===== config.mk =====
export PLATFORM = sky130hd
export DESIGN_NAME = arm_register_file
export DESIGN_NICKNAME = d
export VERILOG_FILES = /design/src/rtl/reg_file_pkg.sv /design/src/rtl/reg_read_mux.sv /design/src/rtl/arm_register_file.sv
export SDC_FILE = /design/constraint.sdc
export NUM_CORES = 2
export LEC_CHECK = 0
export CAP_MARGIN = 20
export CORE_ASPECT_RATIO = 0.75
export CORE_UTILIZATION = 40
export CTS_BUF_LIST = sky130_fd_sc_hd__clkbuf_16
export CTS_CLUSTER_SIZE = 8
export DETAILED_ROUTE_END_ITERATION = 12
export DONT_BUFFER_PORTS = 1
export PLACE_DENSITY_LB_ADDON = 0.1
export SETUP_SLACK_MARGIN = 0.4
export SLEW_MARGIN = 10
export SYNTH_ARGS = -nofsm -noshare
export SYNTH_HDL_FRONTEND = slang
export SYNTH_SLANG_ARGS = --single-unit

===== constraint.sdc =====
create_clock -name clk -period 8.3 [get_ports clk]
set_input_delay 1.245 -clock clk [delete_from_list [all_inputs] [get_ports clk]]
set_output_delay 1.245 -clock clk [all_outputs]
set_load 0.05 [all_outputs]

===== src/rtl/reg_file_pkg.sv =====
// Shared defaults and types for the ARM register file.
// The top level takes its parameter defaults from here.
package reg_file_pkg;

  localparam int unsigned DATA_W      = 32;
  localparam int unsigned NUM_REGS    = 16;
  localparam int unsigned NUM_RD      = 3;
  localparam int unsigned PC_INC      = 4;
  localparam int unsigned PC_READ_OFS = 8;
  localparam int unsigned AW          = $clog2(NUM_REGS);
  localparam int unsigned PC_IDX      = NUM_REGS - 1;

  typedef logic [AW-1:0]     reg_addr_t;
  typedef logic [DATA_W-1:0] reg_data_t;

  // Architectural PC read value: the PC as seen by an instruction two slots ahead.
  function automatic reg_data_t pc_read_adj(input reg_data_t value);
    return value + reg_data_t'(PC_READ_OFS);
  endfunction

endpackage


===== src/rtl/reg_read_mux.sv =====
// NUM_REGS:1 combinational register select for one read port.
module reg_read_mux #(
  parameter int unsigned DATA_W   = 32,
  parameter int unsigned NUM_REGS = 16
) (
  input  logic [NUM_REGS-1:0][DATA_W-1:0] regs,
  input  logic [$clog2(NUM_REGS)-1:0]     sel,
  output logic [DATA_W-1:0]               dout
);

  always_comb begin
    dout = '0;
    for (int i = 0; i < NUM_REGS; i++) begin
      if (sel == ($clog2(NUM_REGS))'(i)) dout = regs[i];
    end
  end

endmodule


===== src/rtl/arm_register_file.sv =====
// Multi-port ARM register file: flat storage with the PC as its top entry,
// registered read ports with write-through bypass and PC read offset.
module arm_register_file
  import reg_file_pkg::*;
#(
  parameter int unsigned DATA_W      = reg_file_pkg::DATA_W,
  parameter int unsigned NUM_REGS    = reg_file_pkg::NUM_REGS,
  parameter int unsigned NUM_RD      = reg_file_pkg::NUM_RD,
  parameter int unsigned PC_INC      = reg_file_pkg::PC_INC,
  parameter int unsigned PC_READ_OFS = reg_file_pkg::PC_READ_OFS,
  localparam int unsigned AW         = $clog2(NUM_REGS)
) (
  input  logic                     clk,
  input  logic                     rst_n,
  input  logic                     we,
  input  logic [AW-1:0]            wa,
  input  logic [DATA_W-1:0]        wd,
  input  logic                     rd_en,
  input  logic [NUM_RD*AW-1:0]     rd_addr,
  output logic [NUM_RD*DATA_W-1:0] rd_data,
  output logic                     rd_valid,
  input  logic                     pc_inc,
  output logic [DATA_W-1:0]        pc_out
);

  localparam int unsigned PcIdx = NUM_REGS - 1;

  logic [NUM_REGS-1:0][DATA_W-1:0] regs_q;
  logic [NUM_RD*DATA_W-1:0]        rd_data_d, rd_data_q;
  logic                            rd_valid_q;

  // A PC write takes priority over a same-cycle increment.
  always_ff @(posedge clk or negedge rst_n) begin
    if (!rst_n) begin
      regs_q <= '0;
    end else begin
      for (int i = 0; i < NUM_REGS; i++) begin
        if (we && wa == AW'(i)) begin
          regs_q[i] <= wd;
        end else if (i == PcIdx && pc_inc) begin
          regs_q[i] <= regs_q[i] + DATA_W'(PC_INC);
        end
      end
    end
  end

  for (genvar p = 0; p < NUM_RD; p++) begin : g_rd_port
    logic [AW-1:0]     addr;
    logic [DATA_W-1:0] mux_val;
    logic [DATA_W-1:0] src;

    assign addr = rd_addr[p*AW +: AW];

    reg_read_mux #(
      .DATA_W   (DATA_W),
      .NUM_REGS (NUM_REGS)
    ) u_mux (
      .regs (regs_q),
      .sel  (addr),
      .dout (mux_val)
    );

    // Bypass sees the write data; the PC source is pre-increment.
    assign src = (we && wa == addr) ? wd : mux_val;
    assign rd_data_d[p*DATA_W +: DATA_W] =
        (addr == AW'(PcIdx)) ? src + DATA_W'(PC_READ_OFS) : src;
  end

  always_ff @(posedge clk or negedge rst_n) begin
    if (!rst_n) begin
      rd_data_q  <= '0;
      rd_valid_q <= 1'b0;
    end else begin
      rd_valid_q <= rd_en;
      if (rd_en) rd_data_q <= rd_data_d;
    end
  end

  assign rd_data  = rd_data_q;
  assign rd_valid = rd_valid_q;
  assign pc_out   = regs_q[PcIdx];

endmodule


==> key figures <==
Worst setup path
  – CP max FO: 196
  – Crit path top cell by count: or4_1
  – Flop-to-flop setup slack: 3.36 ns
  – Startpoint types: input pin
  – Worst EP arrival: 6.57 ns
  – Worst Path Required: 8.92 ns
  – Cells on worst reg2reg path: 9
  – Number of buffer and inverter stages on the critical path: 1
  – Slowest cell on crit path: o211ai_1
  – WS Path Type: in -> reg
  – CP delay by family, top: simple AND/OR/NAND/NOR gates
  – Crit-path max cell delay: 0.94 ns
  – Number of cells on the critical path: 10
  – Crit end category: register
  – CP cell instances: nor2b_2 > buf_4 > o2bb2ai_1 > a211oi_1 > o211ai_1 > a221oi_1 > or4_1 > or4_1 > or4_1 > a31oi_1

Layout
  – Synth-to-Final Area Change: 6.96%
  – Total Nets Final: 4268
  – Filler cells: 10200
  – Fraction of layout cells with a size suffix above 1: 21.7%

Timing
  – Final Hold Fails: 0
  – Achievable Freq: 168 MHz
  – Setup TNS: 0 ns
  – # setup viols final: 0
  – Crit share post-route: 71.8%
  – Fin crit period: 5.96 ns
  – Slew @ Worst Pin: 2.55 ns
  – Final Skew: 0.0417 ns
  – Final Max Slew Viols: 272
  – Slew HR: -70.1%
  – RSZ-0062 raised after global routing: no

Run status
  – Outcome: complete, but fails checks
  – Failing checks: slew limit

Synthesis
  – Top_reg_cell synth: dfrtp_1
  – Mean Syn Cell Area: 9.45 µm²
  – Yosys reg bits: 609
  – Area fraction of the dominant cell type after synthesis: 36.0%
  – Mapped cell area: 0.0423 mm²
  – Yosys warning count: 0
  – Cells after Synth: 4476
  – Area leader, netlist: dfrtp_1
  – Post-synth ARST share: 100%
  – Yosys cell types: 96
  – Post-synth EDFFs: 0
  – Synth area leaders: dfrtp_1 36%, mux2_2 15%, mux2i_1 4.6%
  – Syn nets: 4533
  – Seq/Total Area, Yosys: 36.0%

Clock tree
  – Setup bufs post-CTS: 0
  – Clock sink count: 609
  – CTS clock-pin slew for the worst setup and hold paths: 0.05 ns
  – CTS tree: built
  – CTS Buf Count: 86
  – Hold-fix buffers, CTS: 0
  – Clock latency at the later pin of the worst-skew pair: 0.74 ns
  – CTS H-tree lvls: 3
  – Post-cts sizing count: 0
  – CTS root buf: clkbuf_16
  – Clock Path Buffers: 3

Global routing
  – GR Overflow Total: 0
  – Antenna violations before repair: 42
  – First-pass GRT wire length: 355000 µm
  – Gr usage total: 48.3%
  – Largest net degree at the start of global routing: 610
  – Vias in the first global route: 38600

Power
  – Sequential share of power: 45.3%
  – Lkg Pwr: 17.9 nW
  – Psw: 4.67 mW
  – VDD IR max: 0.224 mV
  – Overall power: 11.4 mW
  – Clock network power share: 28.7%
  – Cell Int Power: 6.75 mW
  – Sw Share: 40.9%
  – Logic pwr share: 26.1%
  – P per Cell Area: 252 mW/mm²

Floorplan
  – I/O pin count: 182
  – Core ar.: 0.104 mm²
  – Row cnt: 102
  – Initial Util: 40.7%
  – Die width: 378 µm
  – DIE AREA: 0.107 mm²
  – Die H: 284 µm

Routing
  – First-iteration detailed-routing DRC count: 8139
  – Total number of vias: 42600
  – Number of routed nets with antenna violations: 0
  – Routed WL: 264000 µm
  – DRT Pass-1 Iters: 8
  – Routed WL per cell: 46.7 µm
  – Drt drc: 0
  – Via density: 7.53

Run
  – Max capacitance violation total: 0

Place
  – I/O Buffers: 0
  – Routability Congestion: 1.07
  – HPWL after DPL: 173000 µm

Worst hold path
  – Hold Path Class: in -> async
-- state kept, by name, summed over array words and instances (netlist names) --
signal	flops
rd_data	96
regs_q	480
rd_valid	1
pc_out	32
-- logic make-up (layout without fill, tap and decap cells) --
family / Yosys count / count (layout) / share of synthesized area (%)
compound gates: 1335 / 1335 / 21.4
xor+xnor: 79 / 79 / 1.64
fa+ha+maj: 4 / 4 / 0.118
buf+inv: 547 / 292 / 6.28
flops: 609 / 609 / 36.0
mux: 783 / 783 / 21.2
other cells: 0 / 26 / 0
simple gates: 1119 / 1119 / 13.4
-- cell type report --
cell class                 instances  area (µm²)  share of cell area, %
timing repair buffer             144        1100                   2.43
clock buffer                      87        2180                   4.81
multi-input combinational       3320       24600                   54.4
sequential                       609       15200                   33.7
inverter                          50         188                  0.415
clock inverter                    11         109                  0.241
tap                             1404        1760                   3.88
antenna                           26        65.1                  0.144
-- routing by layer --
layer  track usage [%]  vias up  wire (µm)
met3              22.8     1003      39700
met2              62.4     3712     100000
met5              1.62        -        566
met4              29.6       34      20000
met1              63.8    21500     104000
li1                  -    16300          -
-- cell usage in the layout, fill, tap and decap left out, types with 26 or more instances in the layout --
master / count
dfrtp_1: 609
mux2_2: 551
nand2_1: 309
o21ai_0: 287
nor2_1: 264
a21oi_1: 252
mux2i_1: 196
buf_4: 138
o22ai_1: 101
clkbuf_16: 87
a22oi_1: 86
nand3_1: 79
a31oi_1: 60
xnor2_1: 54
nor2b_1: 53
nor3_1: 50
inv_1: 49
nand2b_1: 49
a221oi_1: 48
o221ai_1: 44
o31ai_1: 40
nand3b_1: 37
a211oi_1: 36
mux4_2: 35
o211ai_1: 35
a22o_1: 34
nand4_1: 32
and3_1: 29
a21o_1: 27
diode_2: 26
-- worst reg2reg max path, stage by stage (launching register included) --
cell and delay, ns:
dfrtp_1 0.82, inv_1 0.43, a221oi_1 0.96, a31oi_1 0.45
a31oi_1 0.56, or3b_2 0.51, nor4_1 0.33, nand4_1 0.23
or3_1 0.41, a31oi_1 0.16
-- metrics by stage --
| stage | hold WS (ns) | util [%] | cells | worst slack, ns | cell area (µm²) |
|---|---|---|---|---|---|
| 6_report | 0.255 | 43.5 | 5651 | 2.34 | 45300 |
| 5_1_grt | 0.237 | 43.5 | 5630 | 2.31 | 45200 |
| 4_1_cts | 0.259 | 43.4 | 5620 | 2.84 | 45100 |
| 3_5_place_dp | 0.516 | 41.2 | 5522 | 2.19 | 42900 |
| 3_3_place_gp | 0.513 | 41.2 | 5518 | 2.13 | 42800 |
| 2_1_floorplan | 0.475 | - | 4476 | 3.09 | 42300 |
-- path summary, 6_finish.rpt --
path | startpoint | endpoint
min | rst_n | regs_q[245]
min in group clk | regs_q[68] | regs_q[68]
max in group asynchronous | rst_n | regs_q[166]
max reg2reg | pc_out[26] | rd_data[95]
min reg2reg | regs_q[68] | regs_q[68]
max | rd_addr[0] | rd_data[31]
-- power by group through the flow --
stage          sequential [mW]  combinational, mW  clock (mW)
2_1_floorplan             4.47               2.21           0
3_3_place_gp              5.13               2.79           0
3_5_place_dp              5.13               2.81           0
4_1_cts                   5.09               2.82        3.31
5_1_grt                   5.20               3.05        3.41
6_report                  5.17               2.98        3.28
-- Yosys cell counts, types with 44 or more instances --
library cell,count
o221ai_1,44
xnor2_1,54
o22ai_1,101
nor2_1,279
nand3_1,79
buf_1,45
nor3_1,50
buf_2,136
a221oi_1,48
buf_4,63
mux2_2,551
dfrtp_1,609
nand2b_1,52
mux2i_1,196
o21ai_0,287
a21oi_1,252
inv_1,47
a31oi_1,60
clkbuf_1,232
nor2b_1,65
nand2_1,310
a22oi_1,86
No activity file was read; power rests on OpenSTA's default activity.
